$ cat src/rtl/jpeg_axil_master_if.sv
// Bundle of the command/response port and the AXI4-Lite bus driven by jpeg_axil_master.
// The master modport is the initiator's view; the slave modport is the environment's view.
interface jpeg_axil_master_if #(
  parameter int ADDR_WIDTH = 8,
  parameter int DATA_WIDTH = 32
);
  logic                  cmd_valid;
  logic                  cmd_ready;
  logic                  cmd_write;
  logic [ADDR_WIDTH-1:0] cmd_addr;
  logic [DATA_WIDTH-1:0] cmd_wdata;
  logic [3:0]            cmd_wstrb;

  logic                  rsp_valid;
  logic                  rsp_ready;
  logic [DATA_WIDTH-1:0] rsp_rdata;
  logic [1:0]            rsp_resp;
  logic                  rsp_timeout;

  logic [ADDR_WIDTH-1:0] m_axi_awaddr;
  logic [2:0]            m_axi_awprot;
  logic                  m_axi_awvalid;
  logic                  m_axi_awready;
  logic [DATA_WIDTH-1:0] m_axi_wdata;
  logic [3:0]            m_axi_wstrb;
  logic                  m_axi_wvalid;
  logic                  m_axi_wready;
  logic [1:0]            m_axi_bresp;
  logic                  m_axi_bvalid;
  logic                  m_axi_bready;
  logic [ADDR_WIDTH-1:0] m_axi_araddr;
  logic [2:0]            m_axi_arprot;
  logic                  m_axi_arvalid;
  logic                  m_axi_arready;
  logic [DATA_WIDTH-1:0] m_axi_rdata;
  logic [1:0]            m_axi_rresp;
  logic                  m_axi_rvalid;
  logic                  m_axi_rready;

  modport master (
    input  cmd_valid, cmd_write, cmd_addr, cmd_wdata, cmd_wstrb,
    output cmd_ready,
    output rsp_valid, rsp_rdata, rsp_resp, rsp_timeout,
    input  rsp_ready,
    output m_axi_awaddr, m_axi_awprot, m_axi_awvalid,
    input  m_axi_awready,
    output m_axi_wdata, m_axi_wstrb, m_axi_wvalid,
    input  m_axi_wready,
    input  m_axi_bresp, m_axi_bvalid,
    output m_axi_bready,
    output m_axi_araddr, m_axi_arprot, m_axi_arvalid,
    input  m_axi_arready,
    input  m_axi_rdata, m_axi_rresp, m_axi_rvalid,
    output m_axi_rready
  );

  modport slave (
    output cmd_valid, cmd_write, cmd_addr, cmd_wdata, cmd_wstrb,
    input  cmd_ready,
    input  rsp_valid, rsp_rdata, rsp_resp, rsp_timeout,
    output rsp_ready,
    input  m_axi_awaddr, m_axi_awprot, m_axi_awvalid,
    output m_axi_awready,
    input  m_axi_wdata, m_axi_wstrb, m_axi_wvalid,
    output m_axi_wready,
    output m_axi_bresp, m_axi_bvalid,
    input  m_axi_bready,
    input  m_axi_araddr, m_axi_arprot, m_axi_arvalid,
    output m_axi_arready,
    output m_axi_rdata, m_axi_rresp, m_axi_rvalid,
    input  m_axi_rready
  );
endinterface

$ cat src/rtl/jpeg_axil_master.sv
// Single-outstanding AXI4-Lite initiator turning register commands into bus transactions.
// Define AXIL_TIMEOUT_EN to build the watchdog that aborts a stalled transaction.
module jpeg_axil_master #(
  parameter int ADDR_WIDTH     = 8,
  parameter int DATA_WIDTH     = 32,
  parameter int TIMEOUT_CYCLES = 1024
) (
  input  logic                 clk,
  input  logic                 reset,
  jpeg_axil_master_if.master   bus,
  output logic [2:0]           dbg_state
);

  // Handshakes: a transfer happens on a rising edge where valid and ready are both
  // high; a raised valid and its payload never change until that transfer occurs.

  typedef enum logic [2:0] {
    IDLE  = 3'd0,
    WADDR = 3'd1,
    WRESP = 3'd2,
    RADDR = 3'd3,
    RDATA = 3'd4,
    RESP  = 3'd5
  } state_t;

  state_t state;
  logic   aw_done;
  logic   w_done;
  logic   aw_fire;
  logic   w_fire;

  if (TIMEOUT_CYCLES < 2) begin : g_timeout_check
    $error("jpeg_axil_master: TIMEOUT_CYCLES must be at least 2");
  end

  assign bus.m_axi_awprot = 3'b000;
  assign bus.m_axi_arprot = 3'b000;
  assign dbg_state        = state;

  assign aw_fire = bus.m_axi_awvalid && bus.m_axi_awready;
  assign w_fire  = bus.m_axi_wvalid  && bus.m_axi_wready;

`ifdef AXIL_TIMEOUT_EN
  localparam int CNT_W = (TIMEOUT_CYCLES > 2) ? $clog2(TIMEOUT_CYCLES) : 1;

  logic [CNT_W-1:0] wd_cnt;
  logic             busy;
  logic             any_fire;
  logic             wd_expired;
  logic             timeout_q;

  assign busy     = (state == WADDR) || (state == WRESP) ||
                    (state == RADDR) || (state == RDATA);
  assign any_fire = aw_fire || w_fire ||
                    (bus.m_axi_bvalid  && bus.m_axi_bready)  ||
                    (bus.m_axi_arvalid && bus.m_axi_arready) ||
                    (bus.m_axi_rvalid  && bus.m_axi_rready);
  assign wd_expired = busy && !any_fire && (wd_cnt == CNT_W'(TIMEOUT_CYCLES - 1));
  assign bus.rsp_timeout = timeout_q;

  // Idle and response states hold the counter at zero, so entry to a bus state starts at 0.
  always_ff @(posedge clk) begin
    if (reset || !busy || any_fire || wd_expired) begin
      wd_cnt <= '0;
    end else begin
      wd_cnt <= wd_cnt + 1'b1;
    end
  end
`else
  assign bus.rsp_timeout = 1'b0;
`endif

  always_ff @(posedge clk) begin
    if (reset) begin
      state             <= IDLE;
      aw_done           <= 1'b0;
      w_done            <= 1'b0;
      bus.cmd_ready     <= 1'b0;
      bus.rsp_valid     <= 1'b0;
      bus.rsp_rdata     <= {DATA_WIDTH{1'b0}};
      bus.rsp_resp      <= 2'b00;
      bus.m_axi_awaddr  <= {ADDR_WIDTH{1'b0}};
      bus.m_axi_awvalid <= 1'b0;
      bus.m_axi_wdata   <= {DATA_WIDTH{1'b0}};
      bus.m_axi_wstrb   <= 4'h0;
      bus.m_axi_wvalid  <= 1'b0;
      bus.m_axi_bready  <= 1'b0;
      bus.m_axi_araddr  <= {ADDR_WIDTH{1'b0}};
      bus.m_axi_arvalid <= 1'b0;
      bus.m_axi_rready  <= 1'b0;
`ifdef AXIL_TIMEOUT_EN
      timeout_q         <= 1'b0;
`endif
    end
`ifdef AXIL_TIMEOUT_EN
    // Debug recovery: abandons the transaction even if a valid is still waiting.
    else if (wd_expired) begin
      state             <= RESP;
      bus.m_axi_awvalid <= 1'b0;
      bus.m_axi_wvalid  <= 1'b0;
      bus.m_axi_bready  <= 1'b0;
      bus.m_axi_arvalid <= 1'b0;
      bus.m_axi_rready  <= 1'b0;
      bus.rsp_valid     <= 1'b1;
      bus.rsp_resp      <= 2'b10;
      bus.rsp_rdata     <= {DATA_WIDTH{1'b0}};
      timeout_q         <= 1'b1;
    end
`endif
    else begin
      case (state)
        IDLE: begin
          if (bus.cmd_valid && bus.cmd_ready) begin
            bus.cmd_ready <= 1'b0;
            if (bus.cmd_write) begin
              bus.m_axi_awaddr  <= bus.cmd_addr;
              bus.m_axi_wdata   <= bus.cmd_wdata;
              bus.m_axi_wstrb   <= bus.cmd_wstrb;
              bus.m_axi_awvalid <= 1'b1;
              bus.m_axi_wvalid  <= 1'b1;
              aw_done           <= 1'b0;
              w_done            <= 1'b0;
              state             <= WADDR;
            end else begin
              bus.m_axi_araddr  <= bus.cmd_addr;
              bus.m_axi_arvalid <= 1'b1;
              state             <= RADDR;
            end
          end else begin
            bus.cmd_ready <= 1'b1;
          end
        end

        WADDR: begin
          if (aw_fire) begin
            bus.m_axi_awvalid <= 1'b0;
            aw_done           <= 1'b1;
          end
          if (w_fire) begin
            bus.m_axi_wvalid <= 1'b0;
            w_done           <= 1'b1;
          end
          // AW and W may land in either order or together.
          if ((aw_done || aw_fire) && (w_done || w_fire)) begin
            bus.m_axi_bready <= 1'b1;
            state            <= WRESP;
          end
        end

        WRESP: begin
          if (bus.m_axi_bvalid) begin
            bus.m_axi_bready <= 1'b0;
            bus.rsp_resp     <= bus.m_axi_bresp;
            bus.rsp_rdata    <= {DATA_WIDTH{1'b0}};
            bus.rsp_valid    <= 1'b1;
            state            <= RESP;
          end
        end

        RADDR: begin
          if (bus.m_axi_arready) begin
            bus.m_axi_arvalid <= 1'b0;
            bus.m_axi_rready  <= 1'b1;
            state             <= RDATA;
          end
        end

        RDATA: begin
          if (bus.m_axi_rvalid) begin
            bus.m_axi_rready <= 1'b0;
            bus.rsp_rdata    <= bus.m_axi_rdata;
            bus.rsp_resp     <= bus.m_axi_rresp;
            bus.rsp_valid    <= 1'b1;
            state            <= RESP;
          end
        end

        RESP: begin
          if (bus.rsp_ready) begin
            bus.rsp_valid <= 1'b0;
            bus.cmd_ready <= 1'b1;
            state         <= IDLE;
`ifdef AXIL_TIMEOUT_EN
            timeout_q     <= 1'b0;
`endif
          end
        end

        default: begin
          state <= IDLE;
        end
      endcase
    end
  end

endmodule

$ cat src/flat_wrapper.sv
// flat-port wrapper written by rule: the top's interface ports become plain ports
module jpeg_axil_master_flat 
#(
  parameter int ADDR_WIDTH     = 8,
  parameter int DATA_WIDTH     = 32,
  parameter int TIMEOUT_CYCLES = 1024
)
  (clk, reset, dbg_state, bus_cmd_valid, bus_cmd_write, bus_cmd_addr, bus_cmd_wdata, bus_cmd_wstrb, bus_cmd_ready, bus_rsp_valid, bus_rsp_rdata, bus_rsp_resp, bus_rsp_timeout, bus_rsp_ready, bus_m_axi_awaddr, bus_m_axi_awprot, bus_m_axi_awvalid, bus_m_axi_awready, bus_m_axi_wdata, bus_m_axi_wstrb, bus_m_axi_wvalid, bus_m_axi_wready, bus_m_axi_bresp, bus_m_axi_bvalid, bus_m_axi_bready, bus_m_axi_araddr, bus_m_axi_arprot, bus_m_axi_arvalid, bus_m_axi_arready, bus_m_axi_rdata, bus_m_axi_rresp, bus_m_axi_rvalid, bus_m_axi_rready);
  jpeg_axil_master_if #(.ADDR_WIDTH(ADDR_WIDTH), .DATA_WIDTH(DATA_WIDTH)) bus_i ();
  input  logic clk;
  input  logic reset;
  output logic [2:0] dbg_state;
  input wire logic [$bits(bus_i.cmd_valid)-1:0] bus_cmd_valid;
  input wire logic [$bits(bus_i.cmd_write)-1:0] bus_cmd_write;
  input wire logic [$bits(bus_i.cmd_addr)-1:0] bus_cmd_addr;
  input wire logic [$bits(bus_i.cmd_wdata)-1:0] bus_cmd_wdata;
  input wire logic [$bits(bus_i.cmd_wstrb)-1:0] bus_cmd_wstrb;
  output wire logic [$bits(bus_i.cmd_ready)-1:0] bus_cmd_ready;
  output wire logic [$bits(bus_i.rsp_valid)-1:0] bus_rsp_valid;
  output wire logic [$bits(bus_i.rsp_rdata)-1:0] bus_rsp_rdata;
  output wire logic [$bits(bus_i.rsp_resp)-1:0] bus_rsp_resp;
  output wire logic [$bits(bus_i.rsp_timeout)-1:0] bus_rsp_timeout;
  input wire logic [$bits(bus_i.rsp_ready)-1:0] bus_rsp_ready;
  output wire logic [$bits(bus_i.m_axi_awaddr)-1:0] bus_m_axi_awaddr;
  output wire logic [$bits(bus_i.m_axi_awprot)-1:0] bus_m_axi_awprot;
  output wire logic [$bits(bus_i.m_axi_awvalid)-1:0] bus_m_axi_awvalid;
  input wire logic [$bits(bus_i.m_axi_awready)-1:0] bus_m_axi_awready;
  output wire logic [$bits(bus_i.m_axi_wdata)-1:0] bus_m_axi_wdata;
  output wire logic [$bits(bus_i.m_axi_wstrb)-1:0] bus_m_axi_wstrb;
  output wire logic [$bits(bus_i.m_axi_wvalid)-1:0] bus_m_axi_wvalid;
  input wire logic [$bits(bus_i.m_axi_wready)-1:0] bus_m_axi_wready;
  input wire logic [$bits(bus_i.m_axi_bresp)-1:0] bus_m_axi_bresp;
  input wire logic [$bits(bus_i.m_axi_bvalid)-1:0] bus_m_axi_bvalid;
  output wire logic [$bits(bus_i.m_axi_bready)-1:0] bus_m_axi_bready;
  output wire logic [$bits(bus_i.m_axi_araddr)-1:0] bus_m_axi_araddr;
  output wire logic [$bits(bus_i.m_axi_arprot)-1:0] bus_m_axi_arprot;
  output wire logic [$bits(bus_i.m_axi_arvalid)-1:0] bus_m_axi_arvalid;
  input wire logic [$bits(bus_i.m_axi_arready)-1:0] bus_m_axi_arready;
  input wire logic [$bits(bus_i.m_axi_rdata)-1:0] bus_m_axi_rdata;
  input wire logic [$bits(bus_i.m_axi_rresp)-1:0] bus_m_axi_rresp;
  input wire logic [$bits(bus_i.m_axi_rvalid)-1:0] bus_m_axi_rvalid;
  output wire logic [$bits(bus_i.m_axi_rready)-1:0] bus_m_axi_rready;
  assign bus_i.cmd_valid = bus_cmd_valid;
  assign bus_i.cmd_write = bus_cmd_write;
  assign bus_i.cmd_addr = bus_cmd_addr;
  assign bus_i.cmd_wdata = bus_cmd_wdata;
  assign bus_i.cmd_wstrb = bus_cmd_wstrb;
  assign bus_cmd_ready = bus_i.cmd_ready;
  assign bus_rsp_valid = bus_i.rsp_valid;
  assign bus_rsp_rdata = bus_i.rsp_rdata;
  assign bus_rsp_resp = bus_i.rsp_resp;
  assign bus_rsp_timeout = bus_i.rsp_timeout;
  assign bus_i.rsp_ready = bus_rsp_ready;
  assign bus_m_axi_awaddr = bus_i.m_axi_awaddr;
  assign bus_m_axi_awprot = bus_i.m_axi_awprot;
  assign bus_m_axi_awvalid = bus_i.m_axi_awvalid;
  assign bus_i.m_axi_awready = bus_m_axi_awready;
  assign bus_m_axi_wdata = bus_i.m_axi_wdata;
  assign bus_m_axi_wstrb = bus_i.m_axi_wstrb;
  assign bus_m_axi_wvalid = bus_i.m_axi_wvalid;
  assign bus_i.m_axi_wready = bus_m_axi_wready;
  assign bus_i.m_axi_bresp = bus_m_axi_bresp;
  assign bus_i.m_axi_bvalid = bus_m_axi_bvalid;
  assign bus_m_axi_bready = bus_i.m_axi_bready;
  assign bus_m_axi_araddr = bus_i.m_axi_araddr;
  assign bus_m_axi_arprot = bus_i.m_axi_arprot;
  assign bus_m_axi_arvalid = bus_i.m_axi_arvalid;
  assign bus_i.m_axi_arready = bus_m_axi_arready;
  assign bus_i.m_axi_rdata = bus_m_axi_rdata;
  assign bus_i.m_axi_rresp = bus_m_axi_rresp;
  assign bus_i.m_axi_rvalid = bus_m_axi_rvalid;
  assign bus_m_axi_rready = bus_i.m_axi_rready;
  jpeg_axil_master #(.ADDR_WIDTH(ADDR_WIDTH), .DATA_WIDTH(DATA_WIDTH), .TIMEOUT_CYCLES(TIMEOUT_CYCLES)) u_core (.clk(clk), .reset(reset), .bus(bus_i), .dbg_state(dbg_state));
endmodule
$ cat config.mk
export PLATFORM = sky130hd
export DESIGN_NAME = jpeg_axil_master_flat
export DESIGN_NICKNAME = d
export VERILOG_FILES = /design/src/rtl/jpeg_axil_master_if.sv /design/src/rtl/jpeg_axil_master.sv /design/src/flat_wrapper.sv
export SDC_FILE = /design/constraint.sdc
export NUM_CORES = 1
export LEC_CHECK = 0
export ABC_AREA = 1
export CORE_MARGIN = 10
export CORE_UTILIZATION = 30
export DETAILED_ROUTE_END_ITERATION = 8
export PLACE_DENSITY = 0.68
export REMOVE_ABC_BUFFERS = 1
export SYNTH_ARGS = -nofsm -noshare
export SYNTH_HDL_FRONTEND = slang
export SYNTH_SLANG_ARGS = --single-unit
$ cat constraint.sdc
create_clock -name clk -period 1.7 [get_ports clk]
set_clock_uncertainty 0.15 [all_clocks]
set_input_delay 0.34 -clock clk [delete_from_list [all_inputs] [get_ports clk]]
set_output_delay 0.34 -clock clk [all_outputs]
set_load 0.1 [all_outputs]
==> results of run 1 <==
[what timing repair did]
action,CTS,global route
setup buffers,0,0
gates resized for setup,2,8
endpoints found under the setup margin,33,51
gates cloned,0,0
pin swaps,0,0
[area by class of cell]
class | instances | area [um2]
clock buffers | 12 | 256.5
clock inverters | 3 | 47.55
fillers | 1063 | 4913
inverters | 16 | 68.82
multi-input cells | 350 | 1494
flip-flops and latches | 98 | 1967
well taps | 147 | 183.9
repair buffers | 214 | 3080
[cell usage after synthesis (3+ instances only)]
master | instances | area [um2]
o21ai_0 | 59 | 295.3
inv_2 | 3 | 11.26
nand4_1 | 3 | 18.77
buf_6 | 3 | 33.78
dfxtp_1 | 98 | 1962
buf_2 | 4 | 20.02
nor2_1 | 130 | 488.0
nand3_1 | 11 | 55.05
buf_4 | 11 | 82.58
a21oi_1 | 38 | 190.2
nand2_1 | 95 | 356.6
clkbuf_1 | 15 | 56.30
inv_1 | 10 | 37.54
[critical path, delay by kind of cell]
kind          cells  cell delay (ps)
simple gates      4              370
buf+inv           5             1030
[power breakdown]
part / internal (mW) / leakage (nW) / total [mW] / switching [mW]
combinational: 1.75 / 1.84 / 4.88 / 3.13
sequential: 2.59 / 0.796 / 2.92 / 0.333
clock: 1.22 / 0.149 / 2.08 / 0.854
total: 5.57 / 2.78 / 9.88 / 4.31
[routing by layer]
layer,track usage (%),vias to the layer above,routed length (um)
li1,-,1949,-
met1,16.56,1760,5155
met2,26.64,121,6812
met3,3.948,22,772
met4,8.110,0,410
met5,0,-,0
[cells in the final DEF, fill, tap and decap left out, types with 2 or more instances in the layout]
cell	netlist	layout
nor2_1	130	129
buf_12	0	100
nand2_1	95	94
dfxtp_1	98	94
clkdlybuf4s50_1	0	89
o21ai_0	59	58
a21oi_1	38	38
buf_4	11	25
nand3_1	11	11
inv_1	10	10
clkbuf_16	0	9
conb_1	1	7
dfxtp_2	0	4
inv_2	3	3
nand4_1	3	3
nor2_4	1	2
nand2_2	1	2
clkbuf_8	0	2
[state kept, by name (all words and copies together) (netlist names), 2 cells and up]
name and flops:
u_core.bus.m_axi_araddr 8, u_core.bus.m_axi_awaddr 8, u_core.bus.m_axi_wdata 32, u_core.bus.m_axi_wstrb 4, u_core.bus.rsp_rdata 32, u_core.bus.rsp_resp 2
u_core.dbg_state 3
[logic make-up (layout without fill, tap and decap cells)]
group	count (synthesis)	in the layout
flip-flops	98	98
AND/OR/NAND/NOR	243	243
buffers and inverters	50	245
other	1	7
AO/OA/AOI/OAI	100	100
[worst paths after layout]
| check | endpoint | cells after the start | slack (ps) |
|---|---|---|---|
| worst max-delay path | u_core.bus.m_axi_wdata[12]$_SDFFE_PP0P_ | 9 | 70 |
| worst min-delay path | u_core.bus.m_axi_bready$_SDFFE_PP0P_ | 2 | 350 |
| worst max register to register | u_core.bus.m_axi_wdata[12]$_SDFFE_PP0P_ | 8 | 140 |
| worst min register to register | u_core.bus.m_axi_bready$_SDFFE_PP0P_ | 2 | 350 |
==> impl_summary.txt, run 1 <==
----------------------------------------------------
[Run status]
  Run status ... finished, final reports clean

[Routing]
  Remaining design rule violation count ... 0
  Vias ... 3,852
  Number of DRC violations after detailed-routing iteration 0 ... 287
  Via/cell ratio ... 4.586
  TritonRoute pass-1 iters ... 4
  Routed wire length per instance ... 15.66 um
  WL final ... 13.15 mm
  Post-DRT Antenna Nets ... 0

[Placement]
  Number of buffers added on ports ... 185
  Final HPWL from detailed placement ... 10.51 mm
  Global placement routability congestion ... 0.8006
  Cell total after placement ... 825
  Post-Place Worst Slack ... -272.3 ps
  Placed Area ... 6774 um2

[Timing]
  Minimum clock period after layout ... 1633 ps
  Final setup vio count ... 0
  Fin. max-slew vios ... 0
  Minimum hold slack ... 346.7 ps
  F_max ... 612.4 MHz
  Final worst setup slack ... 67.02 ps
  Setup total negative slack ... 0 ps
  Tcrit/Tclk final ... 96.06%
  Setup repair after global routing missed its margin ... no
  Final Hold Vio Count ... 0

[Worst setup path]
  Crit-path most repeated cell ... nor2_1
  Worst reg2reg startpoint ... u_core.bus.cmd_ready$_SDFFE_PP0P_
  Crit path kind ... in -> reg
  Max stage delay on crit path ... 450 ps
  CP Data Required Time ... 1810 ps
  Crit path launch type ... input pin
  CP Cell Sequence ... clkdlybuf4s50_1 -> nand2_1 -> inv_1 -> nand4_1 -> buf_4 -> clkinv_2 -> buf_12 -> nor2_1 -> nor2_1
  Worst setup startpoint ... bus_cmd_valid
  Kind of capture point of the worst setup path ... register
  Slowest-stage cell, CP ... clkdlybuf4s50_1
  Biggest fanout along the worst timing path ... 33
  Worst endpoint data arrival time ... 1750 ps

[Clock tree]
  CTS max path bufs ... 2
  Worst skew pair latency ... 340 ps
  CTS Sinks ... 98
  Clock slew at the register clock pins of the worst setup and hold paths ... 60 ps
  Total of hold buffers inserted after clock tree synthesis ... 0
  Number of H-tree branching levels ... 3
  CTS tree ... done
  Root Driver ... clkbuf_16
  TritonCTS buffer count ... 9

[Floorplan]
  I/O pin total ... 193
  Die height ... 130.8 um
  Standard cell core area ... 12,010 um2
  Die Area ... 17,110 um2
  Width of the die ... 130.8 um
  Initial standard-cell utilization of the core ... 30.67%
  Number of rows in the core area ... 40

[Global route]
  Global routing usage summed across all routing layers ... 15.24%
  Pin count of the biggest net entering global routing ... 55
  Overall overflow remaining after global route ... 0
  Wire length of the first global-routing pass ... 20.50 mm
  Via count of the first global-routing pass ... 3,948
  Initial antenna violation count ... 0

[Synthesis]
  Count of cell types in the netlist ... 25
  Mux contribution to synthesized area ... 0%
  Yosys reg bits ... 98
  Synthesized cell area ... 3684 um2
  Mean area per synthesized cell ... 7.487 um2
  Post-synth top flop ... dfxtp_1
  Synthesized-area fraction occupied by ao, oa, aoi and oai cells ... 13.79%
  Mapped Cells ... 492
  Async set-or-reset flop fraction in the synthesized netlist ... 0%
  Total of warnings raised by yosys ... 0
  Share of synthesized area occupied by flip-flops and latches ... 53.26%
  Dominant combinational cell family by area after synthesis ... simple AND/OR/NAND/NOR gates
  Xor/xnor share of the synthesized area ... 0%
  EDFF count, synth ... 0
  Simple logic cell fraction of the synthesized area ... 25.78%
  Synth Area in Adders ... 0%

[Finish]
  Final Util ... 59.09%
  Layout net count ... 779
  Number of diodes added for antenna fixing ... 0
  Area Overhead vs Synth ... 92.70%
  Fraction of final layout cells with drive strength greater than 1 ... 22.22%
  Non-Filler Instances ... 840
  Final instance area ... 7098 um2

[Hold path]
  Tightest Hold Check Type ... reg -> reg
  Worst Min Path Start ... u_core.bus.m_axi_bready$_SDFFE_PP0P_

[Job]
  Number of max-cap violations ... 0

[Power and ir drop]
  Maximum resistive drop on vdd ... 1.618 mV
  Post-layout total power ... 9.880 mW
  Ratio of total power to cell area ... 1392 nW/um2
  Leakage Power ... 2.780 nW

----------------------------------------------------
Note: power is estimated with default switching activity, not from simulation.
==> inputs of run 2 (changes only) <==
--- a/config.mk
+++ b/config.mk
@@ -6,7 +6,7 @@
 export NUM_CORES = 1
 export LEC_CHECK = 0
 export ABC_AREA = 1
-export CORE_MARGIN = 10
+export CORE_MARGIN = 2
 export CORE_UTILIZATION = 30
 export DETAILED_ROUTE_END_ITERATION = 8
 export PLACE_DENSITY = 0.68
@@ -14,3 +14,4 @@
 export SYNTH_ARGS = -nofsm -noshare
 export SYNTH_HDL_FRONTEND = slang
 export SYNTH_SLANG_ARGS = --single-unit
+export TNS_END_PERCENT = 50
==> impl_summary.txt, run 2 (synthesized netlist as in run 1, its figures left out) <==
----------------------------------------------------
[Timing]
  Minimum hold slack ... 347.0 ps (+0.3470 ps)
  F_max ... 614.0 MHz (+0.26%)
  Final worst setup slack ... 71.23 ps (+4.214 ps)
  Setup total negative slack ... 0 ps (unchanged)
  Setup repair after global routing missed its margin ... yes
  Fin. max-slew vios ... 0 (unchanged)
  Minimum clock period after layout ... 1629 ps (-4.214 ps)
  Final Hold Vio Count ... 0 (unchanged)
  Final setup vio count ... 0 (unchanged)
  Tcrit/Tclk final ... 95.81% (-0.25 points)

[Clock tree]
  Number of H-tree branching levels ... 3 (unchanged)
  CTS max path bufs ... 2 (unchanged)
  TritonCTS buffer count ... 9 (unchanged)
  CTS Sinks ... 98 (unchanged)
  CTS tree ... done
  Worst skew pair latency ... 340 ps (about the same)
  Total of hold buffers inserted after clock tree synthesis ... 0 (unchanged)
  Clock slew at the register clock pins of the worst setup and hold paths ... 70 ps (about the same)
  Root Driver ... clkbuf_16

[Power and ir drop]
  Maximum resistive drop on vdd ... 1.100 mV (-32%)
  Leakage Power ... 2.775 nW (-0.18%)
  Ratio of total power to cell area ... 1391 nW/um2 (about the same)

[Global route]
  Fraction of met3 tracks used by global routing ... 2.688% (-1.3 points)
  Via count of the first global-routing pass ... 3,948 (unchanged)
  Initial antenna violation count ... 0 (unchanged)
  Overall overflow remaining after global route ... 0 (unchanged)
  Most crowded layer after global routing ... met2
  Global routing usage summed across all routing layers ... 18.09% (+2.9 points)
  Met2 routing resource usage after global routing ... 33.25% (+6.6 points)
  Wire length of the first global-routing pass ... 18.85 mm (-8.0%)
  GR Layer Usage met1 ... 20.62% (+4.1 points)
  Pin count of the biggest net entering global routing ... 63 (+15%)

[Routing]
  Vias ... 3,874 (+0.57%)
  Remaining design rule violation count ... 0 (unchanged)
  TritonRoute pass-1 iters ... 4 (unchanged)
  Post-DRT Antenna Nets ... 0 (unchanged)
  Via/cell ratio ... 4.617 (+0.69%)
  WL final ... 11.74 mm (-11%)
  Routed wire length per instance ... 13.99 um (-11%)
  Number of DRC violations after detailed-routing iteration 0 ... 193 (-33%)

[Floorplan]
  Die height ... 114.8 um (-12%)
  Width of the die ... 114.8 um (-12%)
  Initial standard-cell utilization of the core ... 30.67% (unchanged)
  I/O pin total ... 193 (unchanged)
  Die Area ... 13,180 um2 (-23%)
  Standard cell core area ... 12,010 um2 (unchanged)
  Number of rows in the core area ... 40 (unchanged)

[Placement]
  Number of buffers added on ports ... 185 (unchanged)
  Global placement routability congestion ... 0.8235 (+2.9%)
  Final HPWL from detailed placement ... 8.916 mm (-15%)
  Post-Place Worst Slack ... -256.5 ps (+15.77 ps)

[Finish]
  Final Util ... 59.03% (-0.062 points)
  Sequential cell area in the final layout ... 1964 um2 (-0.13%)
  Top library cells by usage in the layout, fill and taps aside ... nor2_1 (129), buf_12 (100), dfxtp_1 (96)
  Number of diodes added for antenna fixing ... 0 (unchanged)
  Biggest registers after layout ... u_core.bus.m_axi_wdata (32), u_core.bus.rsp_rdata (32)
  Commonest non-fill, non-tap cell in the layout ... nor2_1
  Area Overhead vs Synth ... 92.49%
  Fraction of final layout cells with drive strength greater than 1 ... 21.97% (-0.26 points)
  Multi-input gate area ... 1491 um2 (-0.17%)
  Layout net count ... 777 (-0.26%)
  Filler cell count ... 1,029 (-3.2%)

[Job]
  Number of max-cap violations ... 0 (unchanged)

[Hold path]
  Worst Hold Path EP ... u_core.aw_done$_SDFFE_PP0P_
  Hold depth ... 2 (unchanged)
  Worst Min Path Start ... u_core.aw_done$_SDFFE_PP0P_
  Tightest Hold Check Type ... reg -> reg

[Worst setup path]
  Kind of capture point of the worst setup path ... output port
  CP Data Required Time ... 1210 ps (-600 ps)
  Worst Reg2Reg Path Length in Cells ... 9 (+1)
  Crit path kind ... reg -> out
  Worst reg2reg setup slack ... 120 ps (-20 ps)
  Biggest fanout along the worst timing path ... 5 (-85%)
  Endpoint of the lowest-slack register-to-register path ... u_core.bus.rsp_rdata[13]$_SDFFE_PP0P_
  Worst reg2reg startpoint ... u_core.dbg_state[1]$_SDFFE_PP0P_
  Worst endpoint data arrival time ... 1140 ps (-610 ps)
  Crit path launch type ... register

[Run status]
  Run status ... finished, final reports clean

----------------------------------------------------
[run 2: changes by cell type in the layout (fill, tap and decap cells not counted), sizes merged]
cell,previous run,this run
buf,125,123
clkbuf,12,10
clkinvlp,0,1
inv,15,17
[run 2: repair_timing]
| action | 4_1_cts | 5_1_grt |
|---|---|---|
| endpoints found under the setup margin | 15 | 72 |
| buffers inserted | 0 | 0 |
| pin swaps | 0 | 0 |
| gates resized for setup | 1 | 8 |
[run 2: worst max-delay path, stage by stage, from the launching register on]
cell and delay (ps):
dfxtp_1 440, buf_4 190, buf_12 170
[run 2: layer usage]
metal  up-vias  share of wire [%]  wire (um)
li1       1948                  -          -
met1      1786                 40       4726
met2       120                 53       6177
met3        20                4.6        544
met4         0                2.5        293
met5         -                  0          0
[run 2: area by class of cell]
class | instances | area share [%]
multi-input cells | 350 | 21.03
flip-flops and latches | 98 | 27.70
clock buffers | 10 | 3.370
well taps | 147 | 2.594
clock inverters | 6 | 0.9882
repair buffers | 212 | 43.29
inverters | 16 | 1.023
[run 2: worst max-delay path by stage]
stage                                              end  cells after the start  slack (ps)                             start
6_report                                  dbg_state[2]                      2          70  u_core.dbg_state[2]$_SDFFE_PP0P_
5_1_grt          u_core.bus.rsp_rdata[11]$_SDFFE_PP0P_                      8         -20  u_core.dbg_state[1]$_SDFFE_PP0P_
4_1_cts          u_core.bus.rsp_rdata[11]$_SDFFE_PP0P_                      8          20  u_core.dbg_state[1]$_SDFFE_PP0P_
3_5_place_dp   u_core.bus.m_axi_wdata[22]$_SDFFE_PP0P_                      9        -260                     bus_cmd_valid
3_3_place_gp   u_core.bus.m_axi_wdata[23]$_SDFFE_PP0P_                      9        -190                     bus_cmd_valid
2_1_floorplan    u_core.bus.m_axi_awvalid$_SDFFE_PP0P_                      5       -1530  u_core.dbg_state[2]$_SDFFE_PP0P_
[run 2: metrics by stage]
stage | power [mW] | instances | cell area, um2
after detailed placement | 7.787 | 823 | 6759
final | 9.864 | 839 | 7091
after floorplan | 5.758 | 464 | 3510
after CTS | 9.912 | 839 | 7071
after global placement | 7.712 | 823 | 6759
after global routing | 10.30 | 839 | 7091
[run 2: where the power goes]
part           leakage, nW  internal, mW  switching (mW)
Sequential           0.795          2.59           0.321
Combinational         1.83          1.74            3.13
Clock                0.154          1.20           0.893
Total                 2.78          5.52            4.34
